<file path="config.mk">
export PLATFORM = sky130hd
export DESIGN_NAME = popcount_pipe
export DESIGN_NICKNAME = d
export VERILOG_FILES = /design/src/rtl/popcount_pkg.sv /design/src/rtl/popcount_chunk.sv /design/src/rtl/popcount_pipe.sv
export SDC_FILE = /design/constraint.sdc
export NUM_CORES = 1
export LEC_CHECK = 0
export ABC_AREA = 1
export BUFFER_PORTS_ARGS = -buffer_cell sky130_fd_sc_hd__buf_2
export CAP_MARGIN = 20
export CORE_AREA = 2 2 78 80
export DETAILED_ROUTE_END_ITERATION = 6
export DIE_AREA = 0 0 80 82
export HOLD_SLACK_MARGIN = 0.02
export SYNTH_ARGS = -nofsm -noshare
export SYNTH_HDL_FRONTEND = slang
export SYNTH_SLANG_ARGS = --single-unit
</file>
<file path="constraint.sdc">
create_clock -name clk -period 4.55 [get_ports clk]
set_input_delay 0 -clock clk [delete_from_list [all_inputs] [get_ports clk]]
set_output_delay 0 -clock clk [all_outputs]
set_load 0.05 [all_outputs]
</file>
<file path="src/rtl/popcount_pkg.sv">
// Shared helpers and constants for the pipelined population counter.
// Provides clog2, the count-mode encodings and the chunk-count helper.
package popcount_pkg;

  localparam logic MODE_ONES  = 1'b0;
  localparam logic MODE_ZEROS = 1'b1;

  function automatic int clog2(input int n);
    int r;
    r = 0;
    while ((1 << r) < n) r++;
    return r;
  endfunction

  function automatic int calc_nch(input int width, input int chunk);
    return (width + chunk - 1) / chunk;
  endfunction

endpackage

</file>
<file path="src/rtl/popcount_chunk.sv">
// Combinational population count of one CHUNK-bit slice; no state, no latency.
module popcount_chunk
  import popcount_pkg::*;
#(
  parameter int CHUNK = 8
) (
  input  logic [CHUNK-1:0]             chunk_i,
  output logic [clog2(CHUNK+1)-1:0]    count_o
);

  localparam int PW = clog2(CHUNK + 1);

  always_comb begin
    count_o = '0;
    for (int i = 0; i < CHUNK; i++) begin
      count_o = count_o + PW'(chunk_i[i]);
    end
  end

endmodule

</file>
<file path="src/rtl/popcount_pipe.sv">
// Two-stage pipelined ones/zeros counter with valid/ready on both sides, 2-cycle latency.
// Optional per-frame accumulator enabled by defining POPCNT_ACCUM_EN.
module popcount_pipe
  import popcount_pkg::*;
#(
  parameter int WIDTH = 16,
  parameter int CHUNK = 8,
  parameter int ACC_W = 16
) (
  input  logic                        clk,
  input  logic                        reset,
  input  logic                        in_valid,
  output logic                        in_ready,
  input  logic [WIDTH-1:0]            in_data,
  input  logic                        in_mode,
  input  logic                        in_last,
  output logic                        out_valid,
  input  logic                        out_ready,
  output logic [clog2(WIDTH+1)-1:0]   out_count,
  output logic                        out_last,
  output logic [ACC_W-1:0]            acc_count,
  output logic                        acc_sat
);

  localparam int NCH = calc_nch(WIDTH, CHUNK);
  localparam int PW  = clog2(CHUNK + 1);
  localparam int CW  = clog2(WIDTH + 1);

  logic                     s1_valid_q, s1_last_q;
  logic [NCH-1:0][PW-1:0]   part_q, part_d;
  logic                     out_valid_q, out_last_q;
  logic [CW-1:0]            out_count_q, sum_d;
  logic                     s1_load, s2_load;
  logic [NCH*CHUNK-1:0]     padded;

  assign s2_load  = !out_valid_q || out_ready;
  assign s1_load  = !s1_valid_q || s2_load;
  assign in_ready = s1_load;

  // Padding is zeroed after inversion so zeros mode never counts it.
  always_comb begin
    padded = '0;
    padded[WIDTH-1:0] = (in_mode == MODE_ZEROS) ? ~in_data : in_data;
  end

  for (genvar g = 0; g < NCH; g++) begin : g_chunk
    popcount_chunk #(.CHUNK(CHUNK)) u_chunk (
      .chunk_i (padded[g*CHUNK +: CHUNK]),
      .count_o (part_d[g])
    );
  end

  always_comb begin
    sum_d = '0;
    for (int i = 0; i < NCH; i++) begin
      sum_d = sum_d + CW'(part_q[i]);
    end
  end

  always_ff @(posedge clk) begin
    if (reset) begin
      s1_valid_q <= 1'b0;
      s1_last_q  <= 1'b0;
      part_q     <= '0;
    end else if (s1_load) begin
      s1_valid_q <= in_valid;
      if (in_valid) begin
        part_q    <= part_d;
        s1_last_q <= in_last;
      end
    end
  end

  always_ff @(posedge clk) begin
    if (reset) begin
      out_valid_q <= 1'b0;
      out_count_q <= '0;
      out_last_q  <= 1'b0;
    end else if (s2_load) begin
      out_valid_q <= s1_valid_q;
      if (s1_valid_q) begin
        out_count_q <= sum_d;
        out_last_q  <= s1_last_q;
      end
    end
  end

  assign out_valid = out_valid_q;
  assign out_count = out_count_q;
  assign out_last  = out_last_q;

`ifdef POPCNT_ACCUM_EN
  localparam int SW = ((ACC_W > CW) ? ACC_W : CW) + 1;
  localparam logic [SW-1:0] ACC_MAX = {{(SW-ACC_W){1'b0}}, {ACC_W{1'b1}}};

  logic [ACC_W-1:0] run_q, run_d, acc_q;
  logic             run_sat_q, run_sat_d, acc_sat_q;
  logic [SW-1:0]    add_sum;
  logic             ovf;

  always_comb begin
    add_sum   = SW'(run_q) + SW'(out_count_q);
    ovf       = add_sum > ACC_MAX;
    run_d     = ovf ? {ACC_W{1'b1}} : add_sum[ACC_W-1:0];
    run_sat_d = run_sat_q | ovf;
  end

  // The frame total is published on the last word and held until the next one.
  always_ff @(posedge clk) begin
    if (reset) begin
      run_q     <= '0;
      run_sat_q <= 1'b0;
      acc_q     <= '0;
      acc_sat_q <= 1'b0;
    end else if (out_valid_q && out_ready) begin
      if (out_last_q) begin
        acc_q     <= run_d;
        acc_sat_q <= run_sat_d;
        run_q     <= '0;
        run_sat_q <= 1'b0;
      end else begin
        run_q     <= run_d;
        run_sat_q <= run_sat_d;
      end
    end
  end

  assign acc_count = acc_q;
  assign acc_sat   = acc_sat_q;
`else
  assign acc_count = '0;
  assign acc_sat   = 1'b0;
`endif

endmodule

</file>
==> flow_summary_export.csv, run 1 <==
group,metric,value,unit
run_status,status,"finished clean",
power_and_ir_drop,ir_worst_vdd,0.0994,mV
setup_path,crit_family,"adder cells",
floorplanning,start_util,24.0,%
sta,setup_violations,0,
finish,postLayoutCoreUtil,27.7,%
power_and_ir_drop,p_total,0.563,mW
sta,fin_setup_tns,0,ns
floorplanning,die_w,80,µm
cts,cts.repair.resized,0,
finish,num_antenna_cells,0,
global_route,grt_pass1_vias,906,
setup_path,cpPeakStageDelay,0.55,ns
global_route,antenna_found_initial,0,
logic_synthesis,yosys_register_bits,17,
setup_path,regToRegEndpoint,"out_count[4]$_SDFFE_PP0P_",
setup_path,required,4.70,ns
cts,clk_path_buf_depth,2,
floorplanning,die_area,0.00656,mm²
placed_design,place_congestion,0.724,
logic_synthesis,synthDistinctLibCells,22,
global_route,grt_pass1_wl,3860,µm
power_and_ir_drop,clockPowerShare,19.8,%
sta,period_share,63.6,%
finish,final_nets,239,
placed_design,port_buffers,29,
cts,htree_levels,1,
global_route,grt-ovfl-total,0,
detailed_routing,drtPass1Iterations,4,
cts,clock_latency,0.25,ns
cts,cts_made_buffers,3,
power_and_ir_drop,p_sw,0.230,mW
sta,finalCriticalPeriod,2.89,ns
sta,clock.fmax,345,MHz
logic_synthesis,synth_area,0.00138,mm²
detailed_routing,num_vias,979,
sta,drv_slew,0,
finish,fin_area,0.00159,mm²
power_and_ir_drop,p_seq_share,32.1,%
power_and_ir_drop,p_sw_share,40.8,%
power_and_ir_drop,p_int,0.333,mW
placed_design,dp_hpwl,1830,µm
setup_path,r2r-start,"part_q[4]$_SDFFE_PP0P_",
floorplanning,ios,47,
setup_path,path_max_fanout,16,
detailed_routing,totalWireLength,2240,µm
sta,hold_viol_final,0,
setup_path,setup.reg_to_reg.worst_slack,2.95,ns
cts,ctsRootBufferMaster,"clkbuf_8",
setup_path,worstPathCellList,"buf_2 > xor2_1 > ha_1 > fa_1 > fa_1 > inv_1 > fa_1 > inv_1 > fa_1 > o21ai_0 > nor2_1",
logic_synthesis,synth_warnings,0,
setup_path,cp.buffers_inverters,3,
logic_synthesis,synth-seq-area-share,24.6,%
cts,cts_tree,"done",
finish,syn2layout_area_growth,15.0,%
setup_path,start_kind,"input port",
hold_path,min_path_type,"in -> reg",
detailed_routing,drt_iter0_markers,30,
power_and_ir_drop,p_comb_share,48.0,%
setup_path,crit_slowest_cell,"fa_1",
detailed_routing,post_drt_wl_per_cell,8.22,µm
cts,clkTransAtPathRegs,0.07,ns
logic_synthesis,syn_area_per_cell,8.27,µm²
setup_path,cp-endpoint,"part_q[1]$_SDFFE_PP0P_",
detailed_routing,drtAntennaViolNets,0,
setup_path,cp.depth,11,
placed_design,placed_area,0.00152,mm²
finish,drive_gt1_share,20.8,%
global_route,grt_max_degree,17,
job,drv_cap,0,
cts,cts_hold_buf,2,
setup_path,end_kind,"flip-flop",
setup_path,reg2reg_depth,7,
detailed_routing,routed_via_density,3.60,
cts,cts_setup_buffers,0,
logic_synthesis,synthCells,167,
setup_path,cpMostUsedCell,"fa_1",
finish,nFillCells,651,
cts,clkSinkCount,17,
detailed_routing,drc,0,
power_and_ir_drop,powerDensity,354,mW/mm²
floorplanning,die_height,82,µm
floorplanning,core,0.00575,mm²
global_route,grtUsageTotal,7.40,%
sta,hold_ws,0.0973,ns
power_and_ir_drop,leakage,0.789,nW
floorplanning,std_cell_rows,28,
setup_path,worst-setup-path-type,"in -> reg",
setup_path,worstSetupStartpoint,"in_mode",
setup_path,cp.arrival,3.04,ns
sta,clock_skew,0.00531,ns
sta,rsz0062_at_grt,"false",
-- registers in the layout (all words and copies together) (netlist names) --
signal / flops
part_q: 8
s1_valid_q: 1
out_last: 1
out_valid: 1
out_count: 5
s1_last_q: 1
-- worst register-to-register path, cell delays in order (launching register included) --
cell	delay, ns
dfxtp_1	0.36
ha_1	0.20
inv_1	0.06
fa_1	0.38
or2_2	0.32
nand2_1	0.07
nand2_1	0.04
a21oi_1	0.12
-- how the worst min path moves through the flow --
stage	cells after the start	slack, ns	to	start
3_5_place_dp	2	0.21	s1_valid_q$_SDFFE_PP0N_	reset
6_report	3	0.1	s1_valid_q$_SDFFE_PP0N_	in_valid
4_1_cts	4	0.09	out_valid$_SDFFE_PP0P_	out_ready
5_1_grt	3	0.09	s1_valid_q$_SDFFE_PP0N_	in_valid
2_1_floorplan	1	0.07	out_valid$_SDFFE_PP0P_	reset
3_3_place_gp	2	0.21	out_valid$_SDFFE_PP0P_	reset
-- area by class of cell --
| cell class | instances | area, µm² | share of cell area (%) |
|---|---|---|---|
| clock buffers | 4 | 45.0 | 2.83 |
| inverters | 19 | 73.8 | 4.65 |
| multi-input cells | 126 | 871 | 54.8 |
| flip-flops and latches | 17 | 340 | 21.4 |
| well taps | 75 | 93.8 | 5.91 |
| repair buffers | 31 | 165 | 10.4 |
-- per-layer routing --
metal	track usage (%)	part of all wire [%]
met5	0	0
met4	3.56	1.1
met3	1.65	7.1
met2	11.9	41
met1	9.38	51
-- logic make-up after synthesis --
logic type | synth area share, %
xor+xnor | 11.4
simple gates | 17.6
compound gates | 7.34
other cells | 0.271
flops | 24.6
buf+inv | 16.7
fa+ha+maj | 22.1
-- synthesized netlist by cell type --
cell type,instances,area [µm²]
a21oi_1,6,30.0
a21oi_4,1,16.3
buf_2,2,10.0
buf_4,18,135
buf_6,1,11.3
conb_1,1,3.75
dfxtp_1,17,340
fa_1,9,180
ha_1,10,125
inv_1,18,67.6
inv_4,1,6.26
nand2_1,16,60.1
nand2_2,2,12.5
nand2_4,1,11.3
nand3_1,5,25.0
nand3_4,1,17.5
nor2_1,26,97.6
nor2_2,2,12.5
o21ai_0,11,55.1
or2_2,1,6.26
xnor2_1,9,78.8
xor2_1,9,78.8
-- metrics by stage --
step	worst slack, ns	std cells
6_report	1.66	272
5_1_grt	1.49	272
4_1_cts	1.61	272
3_5_place_dp	1.34	266
3_3_place_gp	1.40	266
2_1_floorplan	1.47	183
-- layout by cell type (no fill, tap or decap) --
cell / instances
a21oi_1: 6
a21oi_4: 1
xor2_1: 9
o21ai_0: 11
clkbuf_1: 1
dlygate4sd3_1: 2
fa_1: 9
xnor2_1: 9
nand3_1: 5
ha_1: 10
nand2_1: 16
nor2_2: 2
inv_4: 1
or2_2: 1
nand2_2: 2
inv_1: 18
nand2_4: 1
dfxtp_1: 17
nor2_1: 26
conb_1: 17
nand3_4: 1
clkbuf_8: 3
buf_2: 29
-- power groups by stage --
stage	Combinational [mW]	Clock, mW	Sequential [mW]
6_report	0.271	0.112	0.181
5_1_grt	0.319	0.122	0.183
4_1_cts	0.278	0.117	0.181
3_5_place_dp	0.274	0	0.185
3_3_place_gp	0.269	0	0.184
2_1_floorplan	0.219	0	0.200
No activity file was read; power rests on OpenSTA's default activity.
==> run 2: changes to the inputs <==
--- a/config.mk
+++ b/config.mk
@@ -5,12 +5,12 @@
 export SDC_FILE = /design/constraint.sdc
 export NUM_CORES = 1
 export LEC_CHECK = 0
-export ABC_AREA = 1
+export ABC_AREA = 0
 export BUFFER_PORTS_ARGS = -buffer_cell sky130_fd_sc_hd__buf_2
 export CAP_MARGIN = 20
-export CORE_AREA = 2 2 78 80
+export CORE_AREA = 2 2 79 81
 export DETAILED_ROUTE_END_ITERATION = 6
-export DIE_AREA = 0 0 80 82
+export DIE_AREA = 0 0 81 83
 export HOLD_SLACK_MARGIN = 0.02
 export SYNTH_ARGS = -nofsm -noshare
 export SYNTH_HDL_FRONTEND = slang
==> constraint.sdc (replaced) <==
create_clock -name clk -period 2.8 [get_ports clk]
set_input_delay 0 -clock clk [delete_from_list [all_inputs] [get_ports clk]]
set_output_delay 0 -clock clk [all_outputs]
set_load 0.05 [all_outputs]
==> run 2 against run 1 <==
Effect of this change: global-route usage is 0.067 points higher; wire length is 9.2% higher; combinational power is 61% higher; synthesized cell count is 10% lower; clock power is 63% higher; total power is 62% higher; sequential share of layout area is 0.051 points lower.
==> flow_summary_export.csv, run 2 <==
group,metric,value,unit
run_status,status,"finished clean",
power_and_ir_drop,ir_worst_vdd,0.276,mV
sta,drv_slew,0,
logic_synthesis,yosysTopAreaCell,"dfxtp_1",
cts,cts.repair.resized,0,
logic_synthesis,synthDistinctLibCells,31,
finish,stdcell_count,253,
placed_design,post-place-cells,248,
global_route,antenna_found_initial,0,
logic_synthesis,synth_commonest_cells,"buf_4, dfxtp_1, a21oi_1",
finish,layout_commonest_cell,"buf_2",
power_and_ir_drop,p_total,0.911,mW
cts,clock_latency,0.25,ns
finish,top_register,"part_q",
detailed_routing,drt_iter0_markers,29,
sta,clock_skew,0.000931,ns
floorplanning,start_util,24.2,%
floorplanning,ios,47,
global_route,grtUsageTotal,7.47,%
finish,drive_gt1_share,24.2,%
floorplanning,core,0.00582,mm²
placed_design,place_congestion,0.724,
power_and_ir_drop,p_sw,0.358,mW
power_and_ir_drop,p_comb_share,47.7,%
cts,clk_path_buf_depth,2,
job,drv_cap,0,
sta,clock.fmax,381,MHz
global_route,grt_pass1_wl,4050,µm
logic_synthesis,synth_warnings,0,
finish,num_antenna_cells,0,
setup_path,path_max_fanout,4,
floorplanning,die_w,81,µm
floorplanning,std_cell_rows,28,
logic_synthesis,ys.flop_type,"dfxtp_1",
sta,rsz0062_at_grt,"false",
placed_design,port_buffers,29,
power_and_ir_drop,powerDensity,572,mW/mm²
floorplanning,die_area,0.00672,mm²
logic_synthesis,yosys_register_bits,17,
global_route,grt_pass1_vias,933,
setup_path,worst-setup-path-type,"in -> reg",
cts,clkSinkCount,17,
power_and_ir_drop,clockPowerShare,20.0,%
logic_synthesis,synth.top_cell.area_share,24.2,%
finish,syn2layout_area_growth,13.2,%
finish,largest_reg_flops,8,
global_route,grt_max_degree,20,
power_and_ir_drop,p_sw_share,39.3,%
logic_synthesis,yosys-top-cells-area,"dfxtp_1, fa_1, buf_4, ha_1, xnor2_1",
detailed_routing,totalWireLength,2440,µm
sta,fin_setup_tns,0,ns
cts,cts_made_buffers,3,
detailed_routing,routed_via_density,3.99,
cts,htree_levels,1,
cts,clkTransAtPathRegs,0.06,ns
floorplanning,die_height,83,µm
cts,ctsRootBufferMaster,"clkbuf_8",
cts,cts_tree,"done",
sta,period_share,93.8,%
setup_path,setup.reg_to_reg.worst_slack,1.32,ns
hold_path,min_path_type,"in -> reg",
detailed_routing,drtPass1Iterations,4,
finish,final_nets,220,
logic_synthesis,synth_area,0.00141,mm²
global_route,grt-ovfl-total,0,
logic_synthesis,synth-edff-count,0,
placed_design,dp_hpwl,2030,µm
power_and_ir_drop,p_int,0.553,mW
logic_synthesis,syn_area_per_cell,9.38,µm²
logic_synthesis,synth-seq-area-share,24.2,%
power_and_ir_drop,p_seq_share,32.3,%
detailed_routing,num_vias,1009,
sta,hold_viol_final,0,
setup_path,start_kind,"input port",
logic_synthesis,synthCells,150,
sta,setup_violations,0,
setup_path,end_kind,"flip-flop",
finish,nFillCells,654,
power_and_ir_drop,leakage,0.695,nW
detailed_routing,drtAntennaViolNets,0,
detailed_routing,drc,0,
sta,finalCriticalPeriod,2.63,ns
logic_synthesis,synth_async_sr_flop_share,0,%
finish,mostFrequentLayoutCells,"buf_2, conb_1, dfxtp_1",
detailed_routing,post_drt_wl_per_cell,9.64,µm
setup_path,required,2.93,ns
finish,postLayoutCoreUtil,27.4,%
setup_path,cp.arrival,2.75,ns
sta,hold_ws,0.123,ns
[run 2: changes by cell type after synthesis, moves of 5 or more]
cell      change
a211oi_1      +5
a21oi_1       +8
inv_1         -7
nand2_1      -15
nor2_1       -25
nor2b_1       +5
[run 2: through the flow]
step,instance area (µm²),setup WS (ns)
after floorplan,1490,-0.00151
after global placement,1540,-0.0963
after detailed placement,1540,-0.116
after CTS,1590,0.162
after global routing,1590,0.0542
final,1590,0.173
[run 2: logic make-up after synthesis]
family	Yosys count	share of synthesized area, %
buf+inv	38	18.0
compound gates	37	16.3
xor+xnor	19	11.8
fa+ha+maj	19	21.7
simple gates	19	7.73
flops	17	24.2
other cells	1	0.266
[run 2: worst paths after layout]
path	start	end	cells after the start
max reg2reg	part_q[0]$_SDFFE_PP0P_	out_count[2]$_SDFFE_PP0P_	6
min reg2reg	out_count[2]$_SDFFE_PP0P_	out_count[2]$_SDFFE_PP0P_	2
min	in_valid	part_q[6]$_SDFFE_PP0P_	3
max	in_mode	part_q[1]$_SDFFE_PP0P_	12
[run 2: area by class of cell]
cell class	instances	area (µm²)	area share (%)
clock buffers	4	45.0	2.83
inverters	12	50.0	3.14
multi-input cells	111	878	55.1
flip-flops and latches	17	340	21.4
well taps	75	93.8	5.89
repair buffers	34	185	11.6
[run 2: critical path, cell delays in order]
cell and delay, ns:
buf_2 0.13, buf_4 0.15, xor2_1 0.16, ha_1 0.30
fa_1 0.46, fa_1 0.54, inv_1 0.05, fa_2 0.35
inv_2 0.06, fa_1 0.39, nand3_1 0.11, a21oi_1 0.06
[run 2: power by group through the flow]
| stage | Combinational (mW) | Sequential [mW] | Clock, mW |
|---|---|---|---|
| 6_report | 0.435 | 0.294 | 0.182 |
| 5_1_grt | 0.494 | 0.299 | 0.198 |
| 4_1_cts | 0.443 | 0.295 | 0.189 |
| 3_5_place_dp | 0.440 | 0.301 | 0 |
| 3_3_place_gp | 0.431 | 0.301 | 0 |
| 2_1_floorplan | 0.349 | 0.321 | 0 |
[run 2: timing repair]
item                      in CTS  in global routing
hold buffers                   1                  0
setup buffers                  0                  0
hold endpoints to repair       1                  0
[run 2: metal layers]
metal  GRT usage (%)  up-vias  part of all wire (%)
met5               0        -                     0
met4            1.39        0                  0.37
met3            2.28        2                   7.0
met2            11.4       34                    44
met1            10.4      447                    49
li1                -      526                     -
==> run 3: changes to the inputs <==
==> constraint.sdc (replaced) <==
create_clock -name clk -period 3.4 [get_ports clk]
set_input_delay 0 -clock clk [delete_from_list [all_inputs] [get_ports clk]]
set_output_delay 0 -clock clk [all_outputs]
set_load 0.05 [all_outputs]
==> run 3 against run 2 <==
Effect of this change: clock power shrank 19%; clock skew grew 0.0053 ns; count of clock-buffer cells in the layout shrank 1; global-route usage grew 0.17 points; critical endpoint is now part_q[6]$_SDFFE_PP0P_.
==> flow_summary_export.csv, run 3 (synthesis results as in run 2) <==
group,metric,value,unit
run_status,status,"finished clean",
cts,clock_latency,0.25,ns
setup_path,cpPeakStageDelay,0.52,ns
finish,num_antenna_cells,0,
setup_path,worstPathCellList,"buf_2 > xor2_1 > ha_1 > inv_1 > fa_1 > fa_1 > fa_1 > fa_1 > xnor2_1 > nand3_1 > a21oi_1",
power_and_ir_drop,clockPowerShare,19.9,%
setup_path,cpMostUsedCell,"fa_1",
finish,syn2layout_area_growth,11.3,%
detailed_routing,dr_wl_met2,1090,µm
floorplanning,die_height,83,µm
setup_path,end_kind,"flip-flop",
sta,hold_ws,0.118,ns
setup_path,crit_family,"adder cells",
power_and_ir_drop,leakage,0.686,nW
power_and_ir_drop,powerDensity,476,mW/mm²
finish,top_register,"part_q",
detailed_routing,drtAntennaViolNets,0,
finish,largest_reg_flops,8,
detailed_routing,routed_via_density,4.06,
detailed_routing,totalWireLength,2480,µm
power_and_ir_drop,p_seq_share,32.6,%
sta,hold_viol_final,0,
global_route,grt_pass1_wl,4120,µm
setup_path,worst-setup-path-type,"in -> reg",
placed_design,port_buffers,29,
cts,clkTransAtPathRegs,0.07,ns
cts,cts_made_buffers,3,
sta,fin_setup_tns,0,ns
sta,rsz0062_at_grt,"false",
finish,mostFrequentLayoutCells,"buf_2, conb_1, dfxtp_1",
finish,fin_area,0.00157,mm²
setup_path,crit_slowest_cell,"fa_1",
setup_path,cp.arrival,3.02,ns
power_and_ir_drop,p_sw_share,39.8,%
detailed_routing,drtPass1Iterations,4,
floorplanning,die_area,0.00672,mm²
global_route,grtUsageTotal,7.64,%
detailed_routing,drt_iter0_markers,29,
placed_design,place_congestion,0.731,
placed_design,dp_hpwl,2060,µm
setup_path,cp.buffers_inverters,2,
cts,clkSinkCount,17,
detailed_routing,wl_met1,1220,µm
global_route,grt-ovfl-total,0,
finish,final_nets,217,
sta,setup_violations,0,
finish,postLayoutCoreUtil,26.9,%
cts,htree_levels,1,
detailed_routing,drc,0,
detailed_routing,num_vias,1014,
global_route,grt_max_degree,20,
detailed_routing,met3_length,153,µm
floorplanning,ios,47,
setup_path,path_max_fanout,13,
floorplanning,die_w,81,µm
finish,layout_commonest_cell,"buf_2",
sta,period_share,83.4,%
floorplanning,std_cell_rows,28,
sta,clock_skew,0.00620,ns
finish,drive_gt1_share,21.7,%
power_and_ir_drop,ir_worst_vdd,0.214,mV
global_route,grt_pass1_vias,895,
global_route,antenna_found_initial,0,
hold_path,min_path_type,"in -> reg",
floorplanning,core,0.00582,mm²
power_and_ir_drop,p_comb_share,47.5,%
setup_path,required,3.59,ns
cts,clk_path_buf_depth,2,
detailed_routing,post_drt_wl_per_cell,9.90,µm
power_and_ir_drop,p_sw,0.296,mW
cts,ctsRootBufferMaster,"clkbuf_8",
setup_path,start_kind,"input port",
cts,cts_tree,"done",
sta,finalCriticalPeriod,2.84,ns
power_and_ir_drop,p_int,0.449,mW
sta,clock.fmax,353,MHz
placed_design,placed_area,0.00151,mm²
floorplanning,start_util,24.2,%
detailed_routing,top_layer,"met4",
sta,drv_slew,0,
job,drv_cap,0,
==> run 3: cell types whose count changed in the layout (fill, tap and decap cells not counted), sizes merged <==
| cell | before | now |
|---|---|---|
| buf | 33 | 30 |
| clkbuf | 4 | 3 |
| clkinv | 0 | 1 |
==> run 3: power groups by stage <==
stage	sequential, mW	combinational [mW]	clock [mW]
5_1_grt	0.246	0.401	0.167
6_report	0.243	0.354	0.148
3_3_place_gp	0.247	0.346	0
4_1_cts	0.244	0.358	0.155
3_5_place_dp	0.248	0.357	0
2_1_floorplan	0.264	0.284	0
==> run 3: routing by layer <==
metal	track usage, %	vias to the layer above
met5	0	-
met4	1.85	0
met3	2.28	2
met2	11.0	35
met1	11.0	459
li1	-	518
==> run 3: final timing paths <==
kind | start | to | slack (ns) | depth (start not counted)
max | in_mode | part_q[6]$_SDFFE_PP0P_ | 0.56 | 11
min | in_valid | part_q[1]$_SDFFE_PP0P_ | 0.12 | 3
max reg2reg | part_q[4]$_SDFFE_PP0P_ | out_count[2]$_SDFFE_PP0P_ | 1.92 | 6
min reg2reg | out_count[0]$_SDFFE_PP0P_ | out_count[0]$_SDFFE_PP0P_ | 0.47 | 2
==> run 3: tightest hold or removal path: stages <==
cell and delay [ns]:
buf_2 0.17, nand3_1 0.09, a21oi_1 0.06
==> run 3: per-stage QoR <==
stage / worst slack, ns / instances / total power, mW
3_5_place_dp: 0.266 / 245 / 0.605
4_1_cts: 0.542 / 250 / 0.757
6_report: 0.564 / 250 / 0.746
2_1_floorplan: 0.281 / 166 / 0.548
5_1_grt: 0.368 / 250 / 0.814
3_3_place_gp: 0.326 / 245 / 0.593
==> run 3: cell type report <==
type	instances	area (µm²)
Fill cell	651	4250
Multi-Input combinational cell	111	873
Sequential cell	17	340
Timing Repair Buffer	31	163
Tap cell	75	93.8
Inverter	12	50.0
Clock buffer	3	41.3
Clock inverter	1	5.00
==> run 3: timing repair <==
action                    4_1_cts  5_1_grt
buffers inserted                0        0
hold endpoints to repair        1        0
hold buffers                    1        0
resized for setup               0        0
